[config.mk]
export PLATFORM = sky130hd
export DESIGN_NAME = mem_port_arbiter
export DESIGN_NICKNAME = d
export VERILOG_FILES = /design/src/rtl/mem_arb_pkg.sv /design/src/rtl/arb_req_latch.sv /design/src/rtl/mem_port_arbiter.sv
export SDC_FILE = /design/constraint.sdc
export NUM_CORES = 1
export LEC_CHECK = 0
export ABC_AREA = 1
export CORE_AREA = 5 5 209 211
export CTS_BUF_LIST = sky130_fd_sc_hd__clkbuf_8
export CTS_CLUSTER_SIZE = 10
export DETAILED_ROUTE_END_ITERATION = 16
export DIE_AREA = 0 0 214 216
export HOLD_SLACK_MARGIN = 0.03
export PLACE_DENSITY = 0.7
export SKIP_LAST_GASP = 1
export SYNTH_ARGS = -nofsm -noshare
export SYNTH_HDL_FRONTEND = slang
export SYNTH_SLANG_ARGS = --single-unit
[constraint.sdc]
create_clock -name clk -period 1.35 [get_ports clk]
set_clock_uncertainty 0.05 [all_clocks]
set_input_delay 0.27 -clock clk [delete_from_list [all_inputs] [get_ports clk]]
set_output_delay 0.27 -clock clk [all_outputs]
set_load 0.01 [all_outputs]
[src/rtl/mem_arb_pkg.sv]
// Purpose : shared FSM state encoding and grant identifiers for the memory port arbiter.
// Latency : n/a (types and constants only).
// Backpressure: n/a.
package mem_arb_pkg;

    typedef enum logic [1:0] {
        ARB_IDLE  = 2'd0,
        ARB_ISSUE = 2'd1,
        ARB_WAIT  = 2'd2
    } arb_state_t;

    localparam logic GRANT_IF = 1'b0;
    localparam logic GRANT_D  = 1'b1;

endpackage

[src/rtl/arb_req_latch.sv]
// Purpose : holds one port's pending request (flag + address/we/wdata/wmask) until serviced.
// Latency : a pulse sampled at an edge is visible on pending_o/fields the following cycle.
// Backpressure: a pulse while pending is dropped unless the same edge also clears (set wins).
//
// Ports: clk, rst (sync, active-high); set_vld request pulse; clr_vld completion;
//        *_i request fields captured on an accepted pulse; pending_o and *_o registered copies.
module arb_req_latch #(
    parameter int ADDR_W = 64,
    parameter int DATA_W = 64
) (
    input  logic                clk,
    input  logic                rst,
    input  logic                set_vld,
    input  logic                clr_vld,
    input  logic [ADDR_W-1:0]   addr_i,
    input  logic                we_i,
    input  logic [DATA_W-1:0]   wdata_i,
    input  logic [DATA_W/8-1:0] wmask_i,
    output logic                pending_o,
    output logic [ADDR_W-1:0]   addr_o,
    output logic                we_o,
    output logic [DATA_W-1:0]   wdata_o,
    output logic [DATA_W/8-1:0] wmask_o
);

    logic                pending_q, pending_d;
    logic [ADDR_W-1:0]   addr_q,    addr_d;
    logic                we_q,      we_d;
    logic [DATA_W-1:0]   wdata_q,   wdata_d;
    logic [DATA_W/8-1:0] wmask_q,   wmask_d;
    logic                accept;

    always_comb begin
        // A pulse landing on the completion edge re-arms the latch with the new request.
        accept    = set_vld && (!pending_q || clr_vld);
        pending_d = pending_q;
        addr_d    = addr_q;
        we_d      = we_q;
        wdata_d   = wdata_q;
        wmask_d   = wmask_q;
        if (accept) begin
            pending_d = 1'b1;
            addr_d    = addr_i;
            we_d      = we_i;
            wdata_d   = wdata_i;
            wmask_d   = wmask_i;
        end else if (clr_vld) begin
            pending_d = 1'b0;
        end
    end

    always_ff @(posedge clk) begin
        if (rst) begin
            pending_q <= 1'b0;
            addr_q    <= '0;
            we_q      <= 1'b0;
            wdata_q   <= '0;
            wmask_q   <= '0;
        end else begin
            pending_q <= pending_d;
            addr_q    <= addr_d;
            we_q      <= we_d;
            wdata_q   <= wdata_d;
            wmask_q   <= wmask_d;
        end
    end

    assign pending_o = pending_q;
    assign addr_o    = addr_q;
    assign we_o      = we_q;
    assign wdata_o   = wdata_q;
    assign wmask_o   = wmask_q;

endmodule

[src/rtl/mem_port_arbiter.sv]
// Purpose : merges the MMU fetch port and data port onto one single-outstanding memory bus.
// Latency : pulse at edge0 -> stall high cycles 1..3, data valid cycle 4 (ready=1, rvalid one cycle after accept).
// Backpressure: mem_valid and all bus fields held stable until mem_ready; stall stays high meanwhile.
//
// Ports: clk, rst (sync, active-high); fetch port if_addr/if_req -> if_rdata/if_stall;
//        data port d_addr/d_en/d_we/d_wdata/d_wmask -> d_rdata/d_stall;
//        bus mem_addr/mem_valid/mem_we/mem_wdata/mem_wmask, mem_ready, mem_rvalid/mem_rdata.
module mem_port_arbiter
    import mem_arb_pkg::*;
#(
    parameter int ADDR_W    = 64,
    parameter int DATA_W    = 64,
    parameter bit PRIO_DATA = 1'b1
) (
    input  logic                clk,
    input  logic                rst,
    input  logic [ADDR_W-1:0]   if_addr,
    input  logic                if_req,
    output logic [DATA_W-1:0]   if_rdata,
    output logic                if_stall,
    input  logic [ADDR_W-1:0]   d_addr,
    input  logic                d_en,
    input  logic                d_we,
    input  logic [DATA_W-1:0]   d_wdata,
    input  logic [DATA_W/8-1:0] d_wmask,
    output logic [DATA_W-1:0]   d_rdata,
    output logic                d_stall,
    output logic [ADDR_W-1:0]   mem_addr,
    output logic                mem_valid,
    input  logic                mem_ready,
    output logic                mem_we,
    output logic [DATA_W-1:0]   mem_wdata,
    output logic [DATA_W/8-1:0] mem_wmask,
    input  logic                mem_rvalid,
    input  logic [DATA_W-1:0]   mem_rdata
);

    localparam int   MASK_W = DATA_W / 8;
    // Port that wins a tie when the alternation bit is clear.
    localparam logic PREF   = PRIO_DATA ? GRANT_D : GRANT_IF;

    arb_state_t        state_q, state_d;
    logic              grant_q, grant_d;
    logic              last_tie_q, last_tie_d;
    logic [DATA_W-1:0] if_rdata_q, if_rdata_d;
    logic [DATA_W-1:0] d_rdata_q, d_rdata_d;
    logic              if_clr, d_clr;

    logic              if_pend, d_pend;
    logic [ADDR_W-1:0] if_addr_r, d_addr_r;
    logic              if_we_r, d_we_r;
    logic [DATA_W-1:0] if_wdata_r, d_wdata_r;
    logic [MASK_W-1:0] if_wmask_r, d_wmask_r;

    // Fetch port is read-only; its write fields are tied off.
    arb_req_latch #(.ADDR_W(ADDR_W), .DATA_W(DATA_W)) u_if_latch (
        .clk       (clk),
        .rst       (rst),
        .set_vld   (if_req),
        .clr_vld   (if_clr),
        .addr_i    (if_addr),
        .we_i      (1'b0),
        .wdata_i   ({DATA_W{1'b0}}),
        .wmask_i   ({MASK_W{1'b0}}),
        .pending_o (if_pend),
        .addr_o    (if_addr_r),
        .we_o      (if_we_r),
        .wdata_o   (if_wdata_r),
        .wmask_o   (if_wmask_r)
    );

    arb_req_latch #(.ADDR_W(ADDR_W), .DATA_W(DATA_W)) u_d_latch (
        .clk       (clk),
        .rst       (rst),
        .set_vld   (d_en),
        .clr_vld   (d_clr),
        .addr_i    (d_addr),
        .we_i      (d_we),
        .wdata_i   (d_wdata),
        .wmask_i   (d_wmask),
        .pending_o (d_pend),
        .addr_o    (d_addr_r),
        .we_o      (d_we_r),
        .wdata_o   (d_wdata_r),
        .wmask_o   (d_wmask_r)
    );

    always_comb begin
        state_d    = state_q;
        grant_d    = grant_q;
        last_tie_d = last_tie_q;
        if_rdata_d = if_rdata_q;
        d_rdata_d  = d_rdata_q;
        if_clr     = 1'b0;
        d_clr      = 1'b0;
        case (state_q)
            ARB_IDLE: begin
                if (if_pend && d_pend) begin
                    // Alternation bit set means the preferred port took the last tie.
                    grant_d    = last_tie_q ? ~PREF : PREF;
                    last_tie_d = ~last_tie_q;
                    state_d    = ARB_ISSUE;
                end else if (if_pend || d_pend) begin
                    grant_d = d_pend ? GRANT_D : GRANT_IF;
                    state_d = ARB_ISSUE;
                end
            end
            ARB_ISSUE: begin
                if (mem_ready) begin
                    state_d = ARB_WAIT;
                end
            end
            ARB_WAIT: begin
                if (mem_rvalid) begin
                    state_d = ARB_IDLE;
                    if (grant_q == GRANT_IF) begin
                        if_clr     = 1'b1;
                        if_rdata_d = mem_rdata;
                    end else begin
                        d_clr = 1'b1;
                        if (!d_we_r) begin
                            d_rdata_d = mem_rdata;
                        end
                    end
                end
            end
            default: state_d = ARB_IDLE;
        endcase
    end

    always_ff @(posedge clk) begin
        if (rst) begin
            state_q    <= ARB_IDLE;
            grant_q    <= GRANT_IF;
            last_tie_q <= 1'b0;
            if_rdata_q <= '0;
            d_rdata_q  <= '0;
        end else begin
            state_q    <= state_d;
            grant_q    <= grant_d;
            last_tie_q <= last_tie_d;
            if_rdata_q <= if_rdata_d;
            d_rdata_q  <= d_rdata_d;
        end
    end

    // Bus fields are zero outside ISSUE so the bus is quiet whenever no request is offered.
    always_comb begin
        mem_valid = (state_q == ARB_ISSUE);
        mem_addr  = '0;
        mem_we    = 1'b0;
        mem_wdata = '0;
        mem_wmask = '0;
        if (mem_valid) begin
            if (grant_q == GRANT_D) begin
                mem_addr  = d_addr_r;
                mem_we    = d_we_r;
                mem_wdata = d_wdata_r;
                mem_wmask = d_wmask_r;
            end else begin
                mem_addr  = if_addr_r;
                mem_we    = if_we_r;
                mem_wdata = if_wdata_r;
                mem_wmask = if_wmask_r;
            end
        end
    end

    assign if_stall = if_pend;
    assign d_stall  = d_pend;
    assign if_rdata = if_rdata_q;
    assign d_rdata  = d_rdata_q;

endmodule

==> impl_results.rst, run 1 <==
.. list-table::
   :header-rows: 1

   * - Metric
     - Value
   * - Status
     - finished with violations
   * - Failing checks
     - setup timing
   * - Area used by multi-input combinational logic
     - 10,250 um2
   * - Drt drc
     - 0
   * - Asr flop ratio synth
     - 0%
   * - Pre-antenna DRT Iters
     - 7
   * - Mean cell area of the mapped netlist
     - ~6.7 um2
   * - RSZ-0062 raised after global routing
     - yes
   * - Number of different library cells in the post-synthesis netlist
     - 22
   * - Data required time at the worst endpoint
     - a little over 1000 ps
   * - Via/cell ratio
     - approximately 5.4
   * - Met1 Use GR
     - a little under a third
   * - Mapped Area
     - around 15,000 um2
   * - Most instantiated library cell after synthesis
     - nor2_1
   * - Clock tree sinks
     - 335
   * - Reg power frac
     - 37.8%
   * - Top cell type's share of synthesized area
     - 43.82%
   * - Met2 GRT Util
     - a little under half
   * - Leakage
     - approximately 13 nW
   * - Detail Route Antenna Nets
     - 0
   * - Share of total power in combinational logic
     - 26.5%
   * - Final critical-path share of the clock period
     - 167.7%
   * - Clk_lat worst skew
     - ~660 ps
   * - Initial core utilization
     - a little under two fifths
   * - # fillers
     - ~2.6k
   * - Min setup slack post-route
     - -914.4 ps
   * - Number of buffers created by CTS
     - 58
   * - Maximum frequency from static timing analysis
     - about 440 MHz
   * - Seq. cell area
     - between 6000 and 7000 um2
   * - Final net count
     - around 3.3k
   * - Leading register cell type out of synthesis
     - dfxtp_1
   * - Wire length of the first global-routing pass
     - ~99,000 um
   * - Placeable core area
     - just over 40,000 um2
   * - Switch share
     - 31.05%
   * - Total number of yosys warnings
     - 0
   * - Total number of vias
     - 19.75k
   * - Placer congestion estimate
     - between 0.8 and 0.9
   * - Cell-internal power
     - 19.88 mW
   * - Startpoint-to-endpoint class of the critical path
     - reg -> out
   * - Global route hottest layer
     - met2
   * - Sum of overflow across all layers after global routing
     - 0
   * - Clock share of power
     - a little over a third
   * - Post-synthesis net count
     - approximately 2.6k
   * - Cell accounting for the most synthesized area
     - dfxtp_1
   * - Most instantiated cells after synthesis
     - nor2_1, nand2_1, dfxtp_1
   * - DRC violation total after the first TritonRoute iteration
     - around 1.7k
   * - Switching power summed over all nets
     - a little under 9 mW
   * - Flip-flop and latch count after synthesis
     - ~340
   * - Post-route total power
     - between 20 and 30 mW
   * - Layout cells sized above 1
     - 47.11%
   * - Die boundary width
     - 214 um
   * - Antenna violations before repair
     - 9
   * - Gate count after technology mapping
     - 2,292
   * - CP Max Fanout
     - 6
   * - Max-slew headroom
     - between 50% and 60%
   * - Clk slew on worst S/H paths
     - 60 ps
   * - Worst hold-check slack
     - 118.3 ps
   * - Routed Wire Length
     - just over 80,000 um
   * - Buffer levels on the longest clock path
     - 3
   * - Slack of the worst reg-to-reg path
     - -660 ps
   * - Placement row count
     - 75
   * - Post-placement cell count
     - 3,308
   * - Fin cells
     - roughly 3.6k
   * - Max-cap violations
     - 0
   * - Layout Area Growth over Synthesis
     - 101.3%
   * - Detailed-route wire length per cell
     - roughly 23 um
   * - CTS Root Cell
     - clkbuf_8
   * - Power density of the placed cells
     - ~940 nW/um2
   * - Ranking of synthesized cells by area
     - dfxtp_1, nor2_1, nand2_1, a21oi_1, nand3_1
   * - Total I/O pin count
     - 539
   * - Number of port buffers
     - 538
   * - Type of element launching the critical path
     - flop
   * - Final Max Tran Viols
     - 0
   * - Pin slew with the least headroom to its limit
     - ~650 ps
   * - Vias in the first global route
     - ~18k
   * - Die Area
     - approximately 46,000 um2
   * - Worst Path Arrival
     - approximately 1900 ps
   * - Final hold violation count
     - 0
   * - HPWL Detailed
     - about 43,000 um
   * - Sort of element at the end of the critical path
     - primary output
   * - EDFF count, synth
     - 0
   * - Worst hold-check path type
     - in -> reg
   * - Fin crit period
     - roughly 2300 ps
   * - Maximum vdd drop
     - between 0.0009 and 0.001 V
   * - Pin count of the biggest net entering global routing
     - 48
   * - Met3 capacity usage during global routing
     - ~8.5%
   * - Htree depth
     - 2
   * - Overall track demand over capacity in global routing
     - 26.33%
   * - Count of endpoints failing setup in the final report
     - 600
   * - TritonCTS clock tree
     - built
   * - Die Height
     - 216 um
   * - Share of synthesized area occupied by flip-flops and latches
     - between 40% and 50%
[layer usage]
layer	share of wire [%]	vias up	routed length (um)
li1	-	8779	-
met1	34	9456	28130
met2	50	1158	40890
met3	9.4	357	7709
met4	6.7	0	5534
met5	0	-	0
[stage by stage]
stage          TNS [ps]  setup WS (ps)  utilization (%)  cell area (um2)
2_1_floorplan     -1393         -34.37                -            16650
3_3_place_gp    -209790         -633.9            55.45            23050
3_5_place_dp    -210580         -636.5            55.45            23050
4_1_cts         -273720         -911.1            62.71            26070
5_1_grt         -321140         -990.5            74.10            30810
6_report        -280900         -914.4            74.11            30810
[power groups by stage]
stage / registers, mW / clock network, mW / logic [mW]
after floorplan: 10.9 / 0 / 2.84
after global placement: 10.9 / 0 / 4.87
after detailed placement: 11.0 / 0 / 4.93
after CTS: 10.8 / 10.2 / 5.87
after global routing: 10.9 / 10.8 / 8.03
final: 10.9 / 10.3 / 7.65
[logic make-up after synthesis]
kind of cell,share of synthesized area (%)
AND/OR/NAND/NOR,30.66
buffers and inverters,12.17
AO/OA/AOI/OAI,13.29
flip-flops,43.82
XOR/XNOR,0.05724
[flip-flops by register name (all words and copies together) (netlist names), 2 cells and up]
name,flops
d_rdata,64
if_rdata,64
u_d_latch.addr_o,64
u_d_latch.wdata_o,64
u_if_latch.addr_o,64
u_d_latch.wmask_o,8
state_q,2
[worst max-delay path: stages, from the launching register on]
cell and delay, ps:
dfxtp_2 330, inv_2 40, nor2_4 140, buf_12 180, buf_12 130, inv_16 50
buf_16 150, nor2_4 130, buf_6 120
[final timing paths]
check / start / to / cells past startpoint
setup / recovery: state_q[0] / mem_wdata[54] / 8
hold / removal: d_en / u_d_latch.addr_o[6] / 3
setup reg to reg: grant_q / d_rdata[47] / 11
hold reg to reg: u_if_latch.addr_o[7] / u_if_latch.addr_o[7] / 2
[timing repair]
item | 4_1_cts | 5_1_grt
pin swaps | 14 | 130
buffers inserted | 29 | 82
setup endpoints to repair | 600 | 601
endpoints found under the hold margin | 3 | 0
hold buffers | 1 | 0
gates cloned | 30 | 72
gates resized for setup | 1579 | 735
[area by class of cell]
type | instances | area share [%]
antenna | 10 | 0.08122
sequential | 335 | 22.36
clock inverter | 36 | 0.8488
timing repair inverter | 3 | 0.1706
clock buffer | 73 | 3.261
multi-input combinational | 1555 | 33.28
inverter | 211 | 2.721
timing repair buffer | 867 | 35.09
tap | 539 | 2.189
[layout by cell type, fill, tap and decap left out, types with 74 or more instances in the layout]
master,Yosys,routed
a21oi_2,10,112
dfxtp_2,0,128
clkbuf_8,0,74
buf_12,0,79
nor2_1,470,385
buf_6,29,287
inv_1,207,226
dfxtp_1,335,201
o21ai_2,0,113
a21oi_4,0,77
buf_4,12,125
nand3_2,0,110
nor2_4,2,74
a21oi_1,260,81
nand3_1,203,82
nand2_1,407,336
clkdlybuf4s50_1,0,268
No activity file was read; power rests on OpenSTA's default activity.
==> run 2: changes to the inputs <==
--- a/config.mk
+++ b/config.mk
@@ -6,14 +6,15 @@
 export NUM_CORES = 1
 export LEC_CHECK = 0
 export ABC_AREA = 1
-export CORE_AREA = 5 5 209 211
+export CORE_MARGIN = 5
+export CORE_UTILIZATION = 46
 export CTS_BUF_LIST = sky130_fd_sc_hd__clkbuf_8
 export CTS_CLUSTER_SIZE = 10
 export DETAILED_ROUTE_END_ITERATION = 16
-export DIE_AREA = 0 0 214 216
 export HOLD_SLACK_MARGIN = 0.03
-export PLACE_DENSITY = 0.7
+export PLACE_DENSITY = 0.8
 export SKIP_LAST_GASP = 1
 export SYNTH_ARGS = -nofsm -noshare
 export SYNTH_HDL_FRONTEND = slang
+export SYNTH_HIERARCHICAL = 1
 export SYNTH_SLANG_ARGS = --single-unit
==> run 2 against run 1 <==
The run still ends with setup timing left. Register-to-register slack lost 140 ps. Critical endpoint is now mem_addr[44]. Largest power group unchanged. Sequential cell count grew 73. Sequential power grew 21%. Wire length shrank 11%. Cell count rose by 20%. Cell area decreased by 3.4%.
==> impl_results.rst, run 2 <==
.. list-table::
   :header-rows: 1

   * - Metric
     - Value
   * - Pre-antenna DRT Iters
     - 6
   * - Total I/O pin count
     - around 540
   * - EDFF count, synth
     - 0
   * - Number of cell instances on the worst register-to-register path
     - 13
   * - Placement row count
     - between 70 and 80
   * - Top cell type's share of synthesized area
     - between 40% and 50%
   * - Final hold violation count
     - 0
   * - Clock tree sinks
     - between 400 and 500
   * - Via/cell ratio
     - ~5
   * - Pin count of the biggest net entering global routing
     - 76
   * - Data required time at the worst endpoint
     - approximately 1000 ps
   * - Sum of overflow across all layers after global routing
     - 0
   * - Total number of yosys warnings
     - 6
   * - Clk_lat worst skew
     - ~610 ps
   * - Htree depth
     - 3
   * - Asr flop ratio synth
     - 0%
   * - Post-Place Setup Slack
     - -671.6 ps
   * - Maximum frequency from static timing analysis
     - around 450 MHz
   * - Worst hold-check path type
     - in -> reg
   * - Total negative setup slack
     - -379,570 ps
   * - Worst Path Arrival
     - around 1900 ps
   * - Fin crit period
     - 2243 ps
   * - Antenna violations before repair
     - 5
   * - Leakage
     - between 10 and 15 nW
   * - RSZ-0062 raised after global routing
     - yes
   * - Detailed-route wire length per cell
     - roughly 17 um
   * - Type of element launching the critical path
     - flop
   * - Placeable core area
     - 42,890 um2
   * - Max-cap violations
     - 0
   * - Die boundary width
     - 217.7 um
   * - Fin cells
     - between 4k and 5k
   * - Placer congestion estimate
     - 0.8760
   * - Switch share
     - just under 30%
   * - Final critical-path share of the clock period
     - 166.2%
   * - Layout cells sized above 1
     - between 10% and 20%
   * - Most common cell after layout, fill and taps aside
     - nand2_1
   * - Drt drc
     - 0
   * - Overall track demand over capacity in global routing
     - 26.97%
   * - Final net count
     - approximately 4.0k
   * - Worst hold path depth
     - 4
   * - Post-route cell area
     - 29,760 um2
   * - Count of endpoints failing setup in the final report
     - between 600 and 700
   * - Wire length of the first global-routing pass
     - 105,000 um
   * - Failing checks
     - setup timing
   * - Reg power frac
     - about two fifths
   * - Most frequent cells in the layout
     - nand2_1, nor2_1, a21oi_1
   * - Share of total power in combinational logic
     - about a fifth
   * - Number of buffers created by CTS
     - 72
   * - Mean cell area of the mapped netlist
     - ~6.5 um2
   * - Min setup slack post-route
     - -893.4 ps
   * - CP Max Fanout
     - 6
   * - Die Area
     - ~47,000 um2
   * - Power density of the placed cells
     - between 1000 and 1500 nW/um2
   * - Mapped Area
     - slightly below 20,000 um2
   * - Switching power summed over all nets
     - around 9.4 mW
   * - # fillers
     - around 3.4k
   * - Number of port buffers
     - ~540
   * - Routed Wire Length
     - ~73,000 um
   * - Maximum vdd drop
     - 0.0007760 V
   * - Post-placement cell count
     - between 4k and 5k
   * - Share of synthesized area occupied by flip-flops and latches
     - between 40% and 50%
   * - Leading register cell type out of synthesis
     - dfxtp_1
   * - Status
     - finished with violations
   * - Most instantiated cells after synthesis
     - nand2_1, a21oi_1, nor2_1
   * - Sort of element at the end of the critical path
     - primary output
   * - CTS Root Cell
     - clkbuf_8
   * - Initial core utilization
     - ~46%
   * - Ranking of synthesized cells by area
     - dfxtp_1, nand2_1, a21oi_1, nand3_1, nor2_1
   * - Layout Area Growth over Synthesis
     - 49.94%
   * - Vias in the first global route
     - about 20k
   * - Startpoint-to-endpoint class of the critical path
     - reg -> out
   * - Area post-placement
     - 27,230 um2
   * - Cell-internal power
     - around 23 mW
   * - Total number of vias
     - around 22k
   * - Detail Route Antenna Nets
     - 0
   * - Most instantiated library cell after synthesis
     - nand2_1
   * - Gate count after technology mapping
     - 3,067
   * - Final Max Tran Viols
     - 0
   * - HPWL Detailed
     - 46,470 um
   * - DRC violation total after the first TritonRoute iteration
     - approximately 2.1k
   * - Flip-flop and latch count after synthesis
     - just over 400
   * - Clock share of power
     - 37.5%
   * - Buffer levels on the longest clock path
     - 3
   * - Die Height
     - about 220 um
   * - TritonCTS clock tree
     - built
   * - Cell accounting for the most synthesized area
     - dfxtp_1
   * - Number of different library cells in the post-synthesis netlist
     - 17
   * - Clk slew on worst S/H paths
     - approximately 60 ps
[run 2: final timing paths]
kind	from	endpoint	slack (ps)
setup reg to reg	grant_q	u_if_latch/addr_o[24]	-800
hold reg to reg	if_rdata[6]	if_rdata[6]	430
hold / removal	d_en	u_d_latch/wdata_o[25]	100
setup / recovery	grant_q	mem_addr[44]	-890
[run 2: timing repair]
| action | in CTS | in global routing |
|---|---|---|
| cloned | 6 | 23 |
| gates resized for setup | 453 | 295 |
| endpoints found under the setup margin | 672 | 674 |
| endpoints found under the hold margin | 6 | 0 |
| buffers inserted | 11 | 20 |
| hold buffers | 1 | 0 |
| pin swaps | 5 | 30 |
[run 2: power by group through the flow]
stage | clock network [mW] | logic (mW) | registers, mW
after floorplan | 0 | 3.50 | 13.4
after global placement | 0 | 5.84 | 13.4
after detailed placement | 0 | 5.90 | 13.4
after CTS | 12.1 | 6.15 | 13.2
after global routing | 12.8 | 7.41 | 13.3
final | 12.0 | 6.85 | 13.2
[run 2: routing by layer]
| metal | global-route usage [%] | vias to the layer above | share of wire, % |
|---|---|---|---|
| met5 | 0 | - | 0.018 |
| met2 | 44.08 | 1027 | 47 |
| met4 | 9.085 | 2 | 3.6 |
| met3 | 7.122 | 196 | 9.4 |
| li1 | - | 10820 | - |
| met1 | 34.82 | 10270 | 40 |
[run 2: kinds of logic after synthesis]
family	after synthesis	share of synthesized area [%]
AND/OR/NAND/NOR	1568	32.31
other	1	0.01889
buffers and inverters	611	14.45
flip-flops	408	41.14
AO/OA/AOI/OAI	479	12.08
[run 2: critical path: stages, from the launching register on]
cell and delay, ps:
dfxtp_4 430, buf_6 150, buf_12 150, buf_6 120, nand2_1 90, a21oi_2 200
buf_2 170
[run 2: final cells by class]
cell class / count / area (um2) / area share, %
Inverter: 351 / 1341 / 4.506
Antenna cell: 7 / 17.52 / 0.05885
Sequential cell: 408 / 8180 / 27.48
Tap cell: 585 / 732.0 / 2.459
Clock buffer: 100 / 1376 / 4.624
Multi-Input combinational cell: 2120 / 10220 / 34.33
Timing Repair Buffer: 762 / 7764 / 26.08
Clock inverter: 26 / 136.4 / 0.4582
[run 2: stage by stage]
stage,hold slack [ps],total power [mW],util [%]
2_1_floorplan,281.7,16.86,-
3_3_place_gp,408.8,19.26,63.50
3_5_place_dp,416.0,19.34,63.50
4_1_cts,64.93,31.48,67.46
5_1_grt,98.11,33.47,69.39
6_report,104.7,32.10,69.40
